### config.mk
export PLATFORM = sky130hd
export DESIGN_NAME = core_uart_apb_flat
export DESIGN_NICKNAME = d
export VERILOG_FILES = /design/src/rtl/core_uart_apb_if.sv /design/src/rtl/core_uart_apb.sv /design/src/flat_wrapper.sv
export SDC_FILE = /design/constraint.sdc
export NUM_CORES = 1
export LEC_CHECK = 0
export ABC_AREA = 1
export CAP_MARGIN = 20
export CORE_MARGIN = 3
export CORE_UTILIZATION = 64
export DETAILED_ROUTE_END_ITERATION = 12
export PLACE_DENSITY = 0.84
export SLEW_MARGIN = 20
export SYNTH_ARGS = -nofsm -noshare
export SYNTH_HDL_FRONTEND = slang
export SYNTH_SLANG_ARGS = --single-unit
export TNS_END_PERCENT = 20
### constraint.sdc
create_clock -name PCLK -period 3.5 [get_ports PCLK]
set_input_delay 0.7 -clock PCLK [delete_from_list [all_inputs] [get_ports PCLK]]
set_output_delay 0.7 -clock PCLK [all_outputs]
set_load 0.05 [all_outputs]
### src/rtl/core_uart_apb_if.sv
// core_uart_apb_if: APB3 bus bundle (control, address, data, response) for the UART
interface core_uart_apb_if;
  logic PSEL, PENABLE, PWRITE, PREADY, PSLVERR;
  logic [4:0] PADDR;
  logic [7:0] PWDATA, PRDATA;
  modport master(output PSEL, PENABLE, PWRITE, PADDR, PWDATA, input PRDATA, PREADY, PSLVERR);
  modport slave(input PSEL, PENABLE, PWRITE, PADDR, PWDATA, output PRDATA, PREADY, PSLVERR);
endinterface

### src/rtl/core_uart_apb.sv
// core_uart_apb: APB3 UART, single-byte TX/RX buffers, 16x RX oversampling; `CORE_UART_BAUD_FRCTN_EN adds fractional baud
module core_uart_apb #(
  parameter int FIXEDMODE = 0,
  parameter int BAUD_VALUE = 1,
  parameter int PRG_BIT8 = 1,
  parameter int PRG_PARITY = 0,
  parameter int RX_LEGACY_MODE = 0,
  parameter int BAUD_VAL_FRCTN = 0
) (
  input  logic PCLK,
  input  logic PRESET,
  core_uart_apb_if.slave bus,
  output logic TXRDY,
  output logic RXRDY,
  output logic PARITY_ERR,
  output logic FRAMING_ERR,
  output logic OVERFLOW,
  input  logic RX,
  output logic TX
);
  typedef enum logic [2:0] {IDLE, START, DATA, PARITY, STOP, WAIT} state_t;
  logic wr, rd, cfg_wr, tick, extra, bit8, par_en, odd;
  logic [12:0] baud, bcnt, baud_nxt;
  logic [2:0] frac;
  state_t tx_st, rx_st;
  logic [3:0] tx_cnt, rx_cnt;
  logic [2:0] tx_idx, rx_idx;
  logic [7:0] thr, tx_sh, rx_sh, rx_data, rx_byte;
  logic tx_par, tx_load, rx_s1, rx_s2, rx_q, rx_par, rx_stop, rx_mid, rx_end, rx_last, deliver, stop_bit;
  assign wr = bus.PSEL && bus.PENABLE && bus.PWRITE;
  assign rd = bus.PSEL && bus.PENABLE && !bus.PWRITE && bus.PADDR == 5'h04;
  assign cfg_wr = wr && FIXEDMODE == 0 && (bus.PADDR == 5'h08 || bus.PADDR == 5'h0C || bus.PADDR == 5'h14);
  assign baud_nxt = bus.PADDR == 5'h08 ? {baud[12:8], bus.PWDATA} :
                    bus.PADDR == 5'h0C ? {bus.PWDATA[7:3], baud[7:0]} : baud;
  assign bus.PREADY = 1'b1;
  assign bus.PSLVERR = 1'b0;
  assign bus.PRDATA = !(bus.PSEL && !bus.PWRITE) ? 8'h00 :
                      bus.PADDR == 5'h04 ? rx_data :
                      bus.PADDR == 5'h08 ? baud[7:0] :
                      bus.PADDR == 5'h0C ? {baud[12:8], odd, par_en, bit8} :
                      bus.PADDR == 5'h10 ? {3'b000, FRAMING_ERR, OVERFLOW, PARITY_ERR, RXRDY, TXRDY} :
                      bus.PADDR == 5'h14 ? {5'b00000, frac} : 8'h00;
  // runtime configuration; stays at the parameter values in fixed mode
  always_ff @(posedge PCLK)
    if (PRESET) begin
      baud <= 13'(BAUD_VALUE);
      bit8 <= PRG_BIT8 != 0;
      par_en <= PRG_PARITY != 0;
      odd <= PRG_PARITY == 2;
    end else if (cfg_wr) begin
      baud <= baud_nxt;
      if (bus.PADDR == 5'h0C) {odd, par_en, bit8} <= bus.PWDATA[2:0];
    end
`ifdef CORE_UART_BAUD_FRCTN_EN
  logic [2:0] fcnt;
  assign extra = fcnt < frac;
  // fraction register and tick position within each group of eight ticks
  always_ff @(posedge PCLK)
    if (PRESET) begin
      frac <= 3'(BAUD_VAL_FRCTN);
      fcnt <= '0;
    end else begin
      if (cfg_wr && bus.PADDR == 5'h14) frac <= bus.PWDATA[2:0];
      if (tick) fcnt <= fcnt + 3'd1;
    end
`else
  logic [2:0] unused_frac;
  assign unused_frac = 3'(BAUD_VAL_FRCTN);
  assign frac = '0;
  assign extra = 1'b0;
`endif
  assign tick = bcnt == '0;
  // 16x tick generator; a divisor rewrite restarts the period at once
  always_ff @(posedge PCLK)
    if (PRESET) bcnt <= '0;
    else bcnt <= cfg_wr ? baud_nxt : tick ? baud + 13'(extra) : bcnt - 13'd1;
  assign tx_load = !TXRDY && (tx_st == IDLE || (tx_st == STOP && tick && tx_cnt == 4'd15));
  // transmitter: holding reg feeds the shifter at the end of a stop bit so frames stream back to back
  always_ff @(posedge PCLK)
    if (PRESET) begin
      tx_st <= IDLE;
      TX <= 1'b1;
      TXRDY <= 1'b1;
      thr <= '0;
      tx_sh <= '0;
      tx_cnt <= '0;
      tx_idx <= '0;
      tx_par <= 1'b0;
    end else begin
      if (tx_load) begin
        tx_st <= START;
        TX <= 1'b0;
        TXRDY <= 1'b1;
        tx_sh <= thr;
        tx_cnt <= '0;
        tx_idx <= '0;
        tx_par <= ^(bit8 ? thr : {1'b0, thr[6:0]}) ^ odd;
      end else if (tick) begin
        tx_cnt <= tx_cnt + 4'd1;
        if (tx_cnt == 4'd15)
          case (tx_st)
            START: begin
              tx_st <= DATA;
              TX <= tx_sh[0];
            end
            DATA: if (tx_idx == {2'b11, bit8}) begin
              tx_st <= par_en ? PARITY : STOP;
              TX <= par_en ? tx_par : 1'b1;
            end else begin
              tx_idx <= tx_idx + 3'd1;
              tx_sh <= tx_sh >> 1;
              TX <= tx_sh[1];
            end
            PARITY: begin
              tx_st <= STOP;
              TX <= 1'b1;
            end
            default: tx_st <= IDLE;
          endcase
      end
      if (wr && bus.PADDR == 5'h00) begin
        thr <= bus.PWDATA;
        TXRDY <= 1'b0;
      end
    end
  assign rx_mid = tick && rx_cnt == 4'd7;
  assign rx_end = tick && rx_cnt == 4'd15;
  assign rx_last = rx_idx == {2'b11, bit8};
  assign rx_byte = bit8 ? rx_sh : {1'b0, rx_sh[7:1]};
  assign deliver = rx_st == STOP && (RX_LEGACY_MODE != 0 ? rx_end : rx_mid);
  assign stop_bit = RX_LEGACY_MODE != 0 ? rx_stop : rx_s2;
  // receiver: synchroniser, frame FSM and sticky flags; a flag set beats a same-cycle read-clear
  always_ff @(posedge PCLK)
    if (PRESET) begin
      {rx_s1, rx_s2, rx_q} <= 3'b111;
      rx_st <= IDLE;
      rx_cnt <= '0;
      rx_idx <= '0;
      rx_sh <= '0;
      rx_par <= 1'b0;
      rx_stop <= 1'b0;
      rx_data <= '0;
      {RXRDY, PARITY_ERR, OVERFLOW, FRAMING_ERR} <= '0;
    end else begin
      {rx_s1, rx_s2, rx_q} <= {RX, rx_s1, rx_s2};
      if (rd) {RXRDY, PARITY_ERR, OVERFLOW, FRAMING_ERR} <= '0;
      if (tick) rx_cnt <= rx_cnt + 4'd1;
      case (rx_st)
        IDLE: if (rx_q && !rx_s2) begin
          rx_st <= START;
          rx_cnt <= '0;
        end
        START: if (rx_mid && rx_s2) rx_st <= IDLE;
          else if (rx_end) begin
            rx_st <= DATA;
            rx_idx <= '0;
          end
        DATA: begin
          if (rx_mid) rx_sh <= {rx_s2, rx_sh[7:1]};
          if (rx_end) begin
            rx_idx <= rx_idx + 3'd1;
            if (rx_last) rx_st <= par_en ? PARITY : STOP;
          end
        end
        PARITY: begin
          if (rx_mid) rx_par <= rx_s2;
          if (rx_end) rx_st <= STOP;
        end
        STOP: begin
          if (rx_mid) rx_stop <= rx_s2;
          if (deliver) begin
            if (!stop_bit) begin
              FRAMING_ERR <= 1'b1;
              rx_st <= WAIT;
            end else begin
              rx_st <= IDLE;
              if (RXRDY) OVERFLOW <= 1'b1;
              else begin
                rx_data <= rx_byte;
                RXRDY <= 1'b1;
                if (par_en && rx_par != (^rx_byte ^ odd)) PARITY_ERR <= 1'b1;
              end
            end
          end
        end
        WAIT: if (rx_s2) rx_st <= IDLE;
        default: rx_st <= IDLE;
      endcase
    end
endmodule

### src/flat_wrapper.sv
// flat-port wrapper written by rule: the top's interface ports become plain ports
module core_uart_apb_flat 
#(
  parameter int FIXEDMODE = 0,
  parameter int BAUD_VALUE = 1,
  parameter int PRG_BIT8 = 1,
  parameter int PRG_PARITY = 0,
  parameter int RX_LEGACY_MODE = 0,
  parameter int BAUD_VAL_FRCTN = 0
)
  (PCLK, PRESET, TXRDY, RXRDY, PARITY_ERR, FRAMING_ERR, OVERFLOW, RX, TX, bus_PSEL, bus_PENABLE, bus_PWRITE, bus_PADDR, bus_PWDATA, bus_PRDATA, bus_PREADY, bus_PSLVERR);
  core_uart_apb_if bus_i ();
  input  logic PCLK;
  input  logic PRESET;
  output logic TXRDY;
  output logic RXRDY;
  output logic PARITY_ERR;
  output logic FRAMING_ERR;
  output logic OVERFLOW;
  input  logic RX;
  output logic TX;
  input wire logic [$bits(bus_i.PSEL)-1:0] bus_PSEL;
  input wire logic [$bits(bus_i.PENABLE)-1:0] bus_PENABLE;
  input wire logic [$bits(bus_i.PWRITE)-1:0] bus_PWRITE;
  input wire logic [$bits(bus_i.PADDR)-1:0] bus_PADDR;
  input wire logic [$bits(bus_i.PWDATA)-1:0] bus_PWDATA;
  output wire logic [$bits(bus_i.PRDATA)-1:0] bus_PRDATA;
  output wire logic [$bits(bus_i.PREADY)-1:0] bus_PREADY;
  output wire logic [$bits(bus_i.PSLVERR)-1:0] bus_PSLVERR;
  assign bus_i.PSEL = bus_PSEL;
  assign bus_i.PENABLE = bus_PENABLE;
  assign bus_i.PWRITE = bus_PWRITE;
  assign bus_i.PADDR = bus_PADDR;
  assign bus_i.PWDATA = bus_PWDATA;
  assign bus_PRDATA = bus_i.PRDATA;
  assign bus_PREADY = bus_i.PREADY;
  assign bus_PSLVERR = bus_i.PSLVERR;
  core_uart_apb #(.FIXEDMODE(FIXEDMODE), .BAUD_VALUE(BAUD_VALUE), .PRG_BIT8(PRG_BIT8), .PRG_PARITY(PRG_PARITY), .RX_LEGACY_MODE(RX_LEGACY_MODE), .BAUD_VAL_FRCTN(BAUD_VAL_FRCTN)) u_core (.PCLK(PCLK), .PRESET(PRESET), .bus(bus_i), .TXRDY(TXRDY), .RXRDY(RXRDY), .PARITY_ERR(PARITY_ERR), .FRAMING_ERR(FRAMING_ERR), .OVERFLOW(OVERFLOW), .RX(RX), .TX(TX));
endmodule
======== Word level (Yosys, flattened, before mapping) ========
Index checks and enable logic that the tools add are counted.
cells by class
  add/sub/neg operators ................... 5
  eq/ne operators ......................... 32
  muxes and demuxes ....................... 67
  bitwise gates (word level) .............. 4
  reduce and logical (&&, ||, !) cells .... 46
operators with widths
  cell                                                                     number
  8-bit 2-to-1 mux                                                         11
  13-bit 2-to-1 mux                                                        4
  3-bit 2-to-1 mux                                                         14
  1-bit 2-to-1 mux                                                         30
  2-bit by 1-bit inequality test with 1-bit output, second input constant  9
  3-bit one-hot mux with 6 select lines                                    1
  1-bit logical AND                                                        16
  4-bit AND reduction                                                      4
  8-bit parity                                                             2
  13-bit logical NOT                                                       1
  13-bit by 1-bit subtractor with 13-bit output, second input constant     1
  3-bit by 2-bit == test with 1-bit output, second input constant          4
  4-bit 2-to-1 mux                                                         3
  5-bit by 4-bit == test with 1-bit output, second input constant          2
  5-bit == test, second input constant                                     2
  2-bit nonzero test                                                       5
  3-bit == test, second input constant                                     3
  3-bit one-hot mux with 3 select lines                                    1
  3-bit AND reduction                                                      3
  4-bit by 1-bit adder with 4-bit output, second input constant            2
  4-bit == test, second input constant                                     2
  7-bit AND reduction                                                      1
  3-bit by 1-bit adder with 3-bit output, second input constant            2
  3-bit by 1-bit == test with 1-bit output, second input constant          2
  18 further kinds                                                         29
storage, ports and cells
  register bits after elaboration ......... 92
  bits of input ports ..................... 19
  output and inout port bits .............. 16
  logic and storage cells ................. 181

======== Longest topological paths before layout ========
Gate-level depths: netlist (run 1).
  word-level depth ........................ 10
  mapped depth ............................ 14

======== Worst setup path before layout (run 1) ========
OpenSTA, ideal clock, no wires.
  kind .................................... input port to output port
  from .................................... in bus_PADDR[1]
  to ...................................... out bus_PRDATA[0]
  arrival time ............................ 2.561 ns
  slack ................................... 0.239 ns
  stages on the path ...................... 6
  cells stage by stage .................... nor2_2 > nand2_1 > nor3_2 > clkbuf_1 > a211oi_1 > nor3_1
between the ends
  longest elaborated chain between the ends .. 6
  elaborated cells on any way between the ends .. 9
  classes of those cells .................. eq/ne (4); mux (5)
ends and longest elaborated chain
  element               RTL line             text
  from (decl)           flat_wrapper.sv:25   input wire logic [$bits(bus_i.PADDR)-1:0] bus_PADDR;
  5-bit == test         core_uart_apb.sv:41  bus.PADDR == 5'h10 ? {3'b000, FRAMING_ERR, OVERFLOW, PARITY_ERR, RXRDY, TXRDY} :
  5-bit 2-to-1 mux      core_uart_apb.sv:41
  8-bit 2-to-1 mux      core_uart_apb.sv:40  bus.PADDR == 5'h0C ? {baud[12:8], odd, par_en, bit8} :
  8-bit 2-to-1 mux      core_uart_apb.sv:39  bus.PADDR == 5'h08 ? baud[7:0] :
  8-bit 2-to-1 mux (*)  core_uart_apb.sv:38  bus.PADDR == 5'h04 ? rx_data :
  8-bit 2-to-1 mux (*)  core_uart_apb.sv:37  assign bus.PRDATA = !(bus.PSEL && !bus.PWRITE) ? 8'h00 :
  to (decl)             flat_wrapper.sv:27   output wire logic [$bits(bus_i.PRDATA)-1:0] bus_PRDATA;
Mark *: on every way between the ends. The rest lies on a longest branch, timed or not.

======== Worst setup path after layout (run 1) ========
  from .................................... in bus_PADDR[0]
  to ...................................... out bus_PRDATA[0]
Same word-level chain as after synthesis.

==> flow_summary.json, run 1 <==
{
  "outcome": "finished, final reports clean",
  "initial_core_util_pct": 68.0,
  "synthArstFlopShare_pct": 0,
  "synth_nets": 790,
  "dr.pass1.iters": 5,
  "clock_sinks": 92,
  "synth_edf_count": 0,
  "hold_violations": 0,
  "clockBufferDepth": 2,
  "yosysSeqAreaShare_pct": 36.4,
  "drtAntennaViolNets": 0,
  "rows": 31,
  "p_per_area_nw_per_um2": 494,
  "fin_crit_sh_pct": 90.5,
  "hpwl_mm": 9.61,
  "numCtsBuffers": 9,
  "fin_worst_skew_ns": 0.0110,
  "drv_slew": 0,
  "rrSetupSlack_ns": 1.10,
  "fin_nets": 817,
  "grt_pass1_wl_mm": 21.4,
  "synthToLayoutAreaGrowth_pct": 12.8,
  "ys_types": 42,
  "critical_path_class": "in2out",
  "ys_ff_latch": 92,
  "grt-ovfl-total": 0,
  "die_w_um": 94.9,
  "clock_latency_ns": 0.36,
  "post_drt_via_cell_ratio": 5.59,
  "place.gp.congestion": 0.879,
  "cts-root-buf": "clkbuf_8",
  "post_cts_buffers": 0,
  "core_region_area_um2": 7450,
  "hold_class": "reg2reg",
  "critical_path.max_fanout": 5,
  "die_area_um2": 9010,
  "via_count": 5016,
  "avgSynthCellArea_um2": 6.61,
  "grt_max_degree": 47,
  "ir_drop_uv": 270,
  "drtIter0Drc": 332,
  "holdBufCountCts": 0,
  "cts-htree-levels": 3,
  "period_needed_ns": 3.17,
  "endpoint_kind": "output port",
  "drt-total-wl_mm": 12.8,
  "syn_area_um2": 5060,
  "routedWlPerCell_um": 14.3,
  "synthFlopType": "dfxtp_1",
  "relSlewSlack_pct": 62.9,
  "antenna_cells": 0,
  "cts_resized": 0,
  "finish.utilization_pct": 76.7,
  "fillerInstances": 579,
  "synthCells": 766,
  "leakage_nw": 2.42,
  "final.setup.tns_ns": 0,
  "rsz0062_at_grt": "no",
  "fmax_mhz": 316,
  "maxCapViolCount": 0,
  "seqCellArea_um2": 1840,
  "finalSetupViolations": 0,
  "port_buffers": 32,
  "drive_gt1_share_pct": 8.27,
  "path_clk_slew_ns": 0.08,
  "antenna_found_initial": 0,
  "crit_arrival_ns": 2.47,
  "grt_usage_pct": 30.3,
  "ys_warn_count": 0,
  "tightest_slew_ns": 0.552,
  "cp-start-kind": "input port",
  "drc": 0,
  "cp.required_ns": 2.80,
  "grt_pass1_vias": 4516,
  "fp.dieH_um": 94.9,
  "cts_tree": "built",
  "multi_input_area_um2": 2730,
  "ios": 35
}
[cell type report]
type                            count  share of cell area (%)
Clock buffer                       11                    2.48
Clock inverter                      5                    1.07
Inverter                           95                    6.38
Multi-Input combinational cell    555                    47.8
Sequential cell                    92                    32.3
Tap cell                           99                    2.17
Timing Repair Buffer               40                    7.84
[registers in the layout, summed over array words and instances, names as in the netlist, 3 cells and up]
name and flops:
u_core.baud 13, u_core.tx_sh 8, u_core.rx_data 8, u_core.bcnt 13, u_core.tx_st 3, u_core.tx_cnt 4
u_core.thr 8, u_core.rx_idx 3, u_core.tx_idx 3, u_core.rx_cnt 4, u_core.rx_st 3, u_core.rx_sh 8
[metrics by stage]
stage / hold WS [ns] / total power [mW] / instances / setup slack (ns) / cell area, um2
finish: 0.427 / 2.82 / 897 / 0.332 / 5710
global route: 0.442 / 3.00 / 897 / 0.0631 / 5710
CTS: 0.431 / 2.82 / 897 / 0.319 / 5710
detailed placement: 0.407 / 2.09 / 881 / 0.351 / 5510
global placement: 0.404 / 2.06 / 881 / 0.380 / 5510
floorplan: 0.389 / 1.87 / 766 / 0.239 / 5060
[cells in the mapped netlist, types with 6 or more instances]
library cell	instances	area (um2)
nor3_1	8	40.0
a21oi_1	81	405
nor2_1	60	225
nor2_4	6	67.6
o21ai_0	57	285
o211ai_1	6	45.0
dfxtp_1	92	1840
nand4_1	12	75.1
xor2_1	15	131
inv_1	87	327
nand3_1	47	235
clkbuf_1	10	37.5
nand2_1	211	792
buf_2	10	50.1
[cell usage in the layout (no fill, tap or decap), types with 2 or more instances in the layout]
master / Yosys / routed
a21oi_1: 81 / 81
inv_2: 2 / 2
inv_1: 87 / 87
buf_12: 0 / 7
o31ai_1: 2 / 2
clkdlybuf4s50_1: 0 / 24
nand4_1: 12 / 12
nand3_2: 2 / 2
nand3b_1: 4 / 4
a21oi_2: 2 / 2
clkinv_4: 1 / 2
conb_1: 2 / 2
o21ai_1: 4 / 4
dfxtp_1: 92 / 92
or2_2: 5 / 5
nand2_1: 211 / 211
ha_1: 5 / 5
nor2_2: 3 / 3
buf_4: 2 / 9
xor2_1: 15 / 15
clkinv_1: 4 / 4
a211oi_1: 2 / 2
nand2_4: 4 / 4
nand3_1: 47 / 47
nor2_4: 6 / 6
o21ai_0: 57 / 57
clkinvlp_4: 0 / 3
nand2_2: 5 / 5
nor2_1: 60 / 60
o211ai_1: 6 / 6
xnor2_1: 3 / 3
clkbuf_8: 0 / 10
nor3_1: 8 / 8
[path summary, 6_finish.rpt]
check	from	to	cells past startpoint
min	u_core.rx_s1	u_core.rx_s2	1
min reg2reg	u_core.rx_s1	u_core.rx_s2	1
max	bus_PADDR[0]	bus_PRDATA[0]	9
max reg2reg	u_core.bcnt[0]	u_core.tx_sh[2]	11
[cells by family after synthesis]
family                     synth area share (%)
buffers and inverters                      9.67
other                                     0.148
DFF                                        36.4
adders and majority gates                  1.24
xor gates and xnor gates                   3.12
and+or+nand+nor                            32.8
AOI/OAI and AO/OA                          16.7
[power by group]
| part | total (mW) | internal, mW | switching (mW) |
|---|---|---|---|
| Clock | 0.733 | 0.351 | 0.382 |
| Combinational | 0.886 | 0.302 | 0.583 |
| Sequential | 1.20 | 1.13 | 0.0744 |
[worst max-delay path: stages]
cell,delay (ns)
clkdlybuf4s50_1,0.44
nor2_2,0.15
nand2_1,0.07
nor2_1,0.25
nand2_1,0.10
o21ai_0,0.17
a211oi_1,0.07
nor3_1,0.32
buf_12,0.19
[metal layers]
| layer | global-route usage (%) | vias up | wire length, um | part of all wire, % |
|---|---|---|---|---|
| li1 | - | 2536 | - | - |
| met1 | 39.7 | 2271 | 5580 | 44 |
| met2 | 47.7 | 178 | 5900 | 46 |
| met3 | 7.57 | 31 | 932 | 7.3 |
| met4 | 12.4 | 0 | 388 | 3.0 |
| met5 | 0 | - | 0 | 0 |
(Power assumes the default switching activity.)
==> run 2: changes to the inputs <==
--- a/config.mk
+++ b/config.mk
@@ -8,9 +8,9 @@
 export ABC_AREA = 1
 export CAP_MARGIN = 20
 export CORE_MARGIN = 3
-export CORE_UTILIZATION = 64
+export CORE_UTILIZATION = 55
 export DETAILED_ROUTE_END_ITERATION = 12
-export PLACE_DENSITY = 0.84
+export PLACE_DENSITY = 0.73
 export SLEW_MARGIN = 20
 export SYNTH_ARGS = -nofsm -noshare
 export SYNTH_HDL_FRONTEND = slang
==> run 2 against run 1 <==
- maximum frequency is 1.4% lower
- clock power is 11% lower
- register-to-register slack better by 0.12 ns
- global-route usage is 4.6 points lower
- first-iteration DRC count is 32% higher
- highest routed layer unchanged
- largest cell class unchanged
- non-clock buffer count stayed put
==> flow_summary.json, run 2 (synthesized netlist as in run 1, its figures left out) <==
{
  "port_buffers": 32,
  "finalSetupViolations": 0,
  "fillerInstances": 822,
  "fin_worst_skew_ns": 0.0181,
  "clock_sinks": 92,
  "wl_met1_mm": 5.93,
  "dp_cells": 890,
  "rsz0062_at_grt": "no",
  "drtIter0Drc": 438,
  "layout_setup_ws_ns": 0.287,
  "grt-ovfl-total": 0,
  "drc": 0,
  "drt-total-wl_mm": 12.8,
  "fmax_mhz": 311,
  "die_w_um": 102,
  "final.setup.tns_ns": 0,
  "seqCellArea_um2": 1840,
  "grt_max_degree": 47,
  "wl_met3_um": 703,
  "ir_drop_uv": 268,
  "crit_arrival_ns": 2.51,
  "wl_met2_mm": 5.98,
  "mostFrequentLayoutCells": "nand2_1 (211), dfxtp_1 (92), inv_1 (87)",
  "grt_pass1_wl_mm": 21.3,
  "drv_slew": 0,
  "path_clk_slew_ns": 0.09,
  "post_cts_buffers": 0,
  "clockBufferDepth": 2,
  "cp.required_ns": 2.80,
  "via_count": 4951,
  "rows": 34,
  "reg2reg_from": "u_core.bcnt[0]",
  "leakage_nw": 2.41,
  "dp_slack_ns": 0.313,
  "drtAntennaViolNets": 0,
  "core_region_area_um2": 8850,
  "fin_cells": 906,
  "startpoint": "bus_PADDR[4]",
  "period_needed_ns": 3.21,
  "numCtsBuffers": 9,
  "maxCapViolCount": 0,
  "fp.dieH_um": 102,
  "fin_crit_sh_pct": 91.8,
  "synthToLayoutAreaGrowth_pct": 12.4,
  "endpoint_kind": "output port",
  "ios": 35,
  "routedWlPerCell_um": 14.1,
  "cp-start-kind": "input port",
  "tightest_slew_ns": 0.523,
  "grt_usage_pct": 25.7,
  "outcome": "finished, final reports clean",
  "cts-root-buf": "clkbuf_8",
  "hold_violations": 0,
  "critical_path.max_fanout": 7,
  "place.gp.congestion": 0.913,
  "holdBufCountCts": 0,
  "grt_pass1_vias": 4591,
  "total_power_mw": 2.72,
  "top_layer": "met4",
  "initial_core_util_pct": 57.2,
  "critical_path_class": "in2out",
  "antenna_cells": 0,
  "layout_commonest_cell": "nand2_1",
  "largest_registers": "u_core.baud: 13 flops, u_core.bcnt: 13 flops",
  "multi_input_area_um2": 2730,
  "cts-htree-levels": 3,
  "clock_latency_ns": 0.35,
  "antenna_found_initial": 0,
  "die_area_um2": 10400,
  "hold_start": "u_core.rx_data[2]",
  "cts_resized": 0,
  "hold_class": "reg2reg",
  "drive_gt1_share_pct": 8.02,
  "dr.pass1.iters": 6,
  "cts_tree": "built",
  "relSlewSlack_pct": 65.1,
  "p_per_area_nw_per_um2": 478,
  "holdWs_ns": 0.477,
  "post_drt_via_cell_ratio": 5.46,
  "hpwl_mm": 9.64,
  "fin_nets": 817
}
[run 2: cell count changes in the layout (fill, tap and decap cells not counted), sizes merged]
cell,before,now
clkbuf,11,12
clkinv,6,7
clkinvlp,3,1
bufinv,1,0
inv,90,91
[run 2: area by class of cell]
cell class	instances	area share (%)
sequential	92	32.4
tap	108	2.38
multi-input combinational	555	48.0
clock buffer	12	2.38
clock inverter	4	0.594
inverter	95	6.40
timing repair buffer	40	7.88
[run 2: per-stage QoR]
stage                     utilization [%]  cell area (um2)
after detailed placement             62.4             5520
final                                64.3             5690
after global routing                 64.3             5690
after CTS                            64.3             5690
after global placement               62.4             5520
after floorplan                         -             5060
[run 2: per-layer routing]
metal	global-route usage (%)	vias to the layer above
met2	41.8	147
li1	-	2527
met5	0	-
met4	8.48	0
met1	35.1	2262
met3	4.23	15
[run 2: critical path: stages]
cell	delay, ns
clkdlybuf4s50_1	0.52
inv_1	0.14
nand2_1	0.10
nor3_2	0.24
inv_1	0.17
nand3_1	0.11
o21ai_0	0.09
a21oi_1	0.27
buf_12	0.18
[run 2: worst paths after layout]
kind | cells past startpoint | slack [ns] | to
max reg2reg | 11 | 1.22 | u_core.tx_sh[4]
min reg2reg | 2 | 0.48 | u_core.rx_data[2]
min | 2 | 0.48 | u_core.rx_data[2]
max | 9 | 0.29 | bus_PRDATA[3]
[run 2: report_power, final]
group	switching (mW)	internal, mW
clock	0.385	0.265
combinational	0.573	0.301
sequential	0.0715	1.13
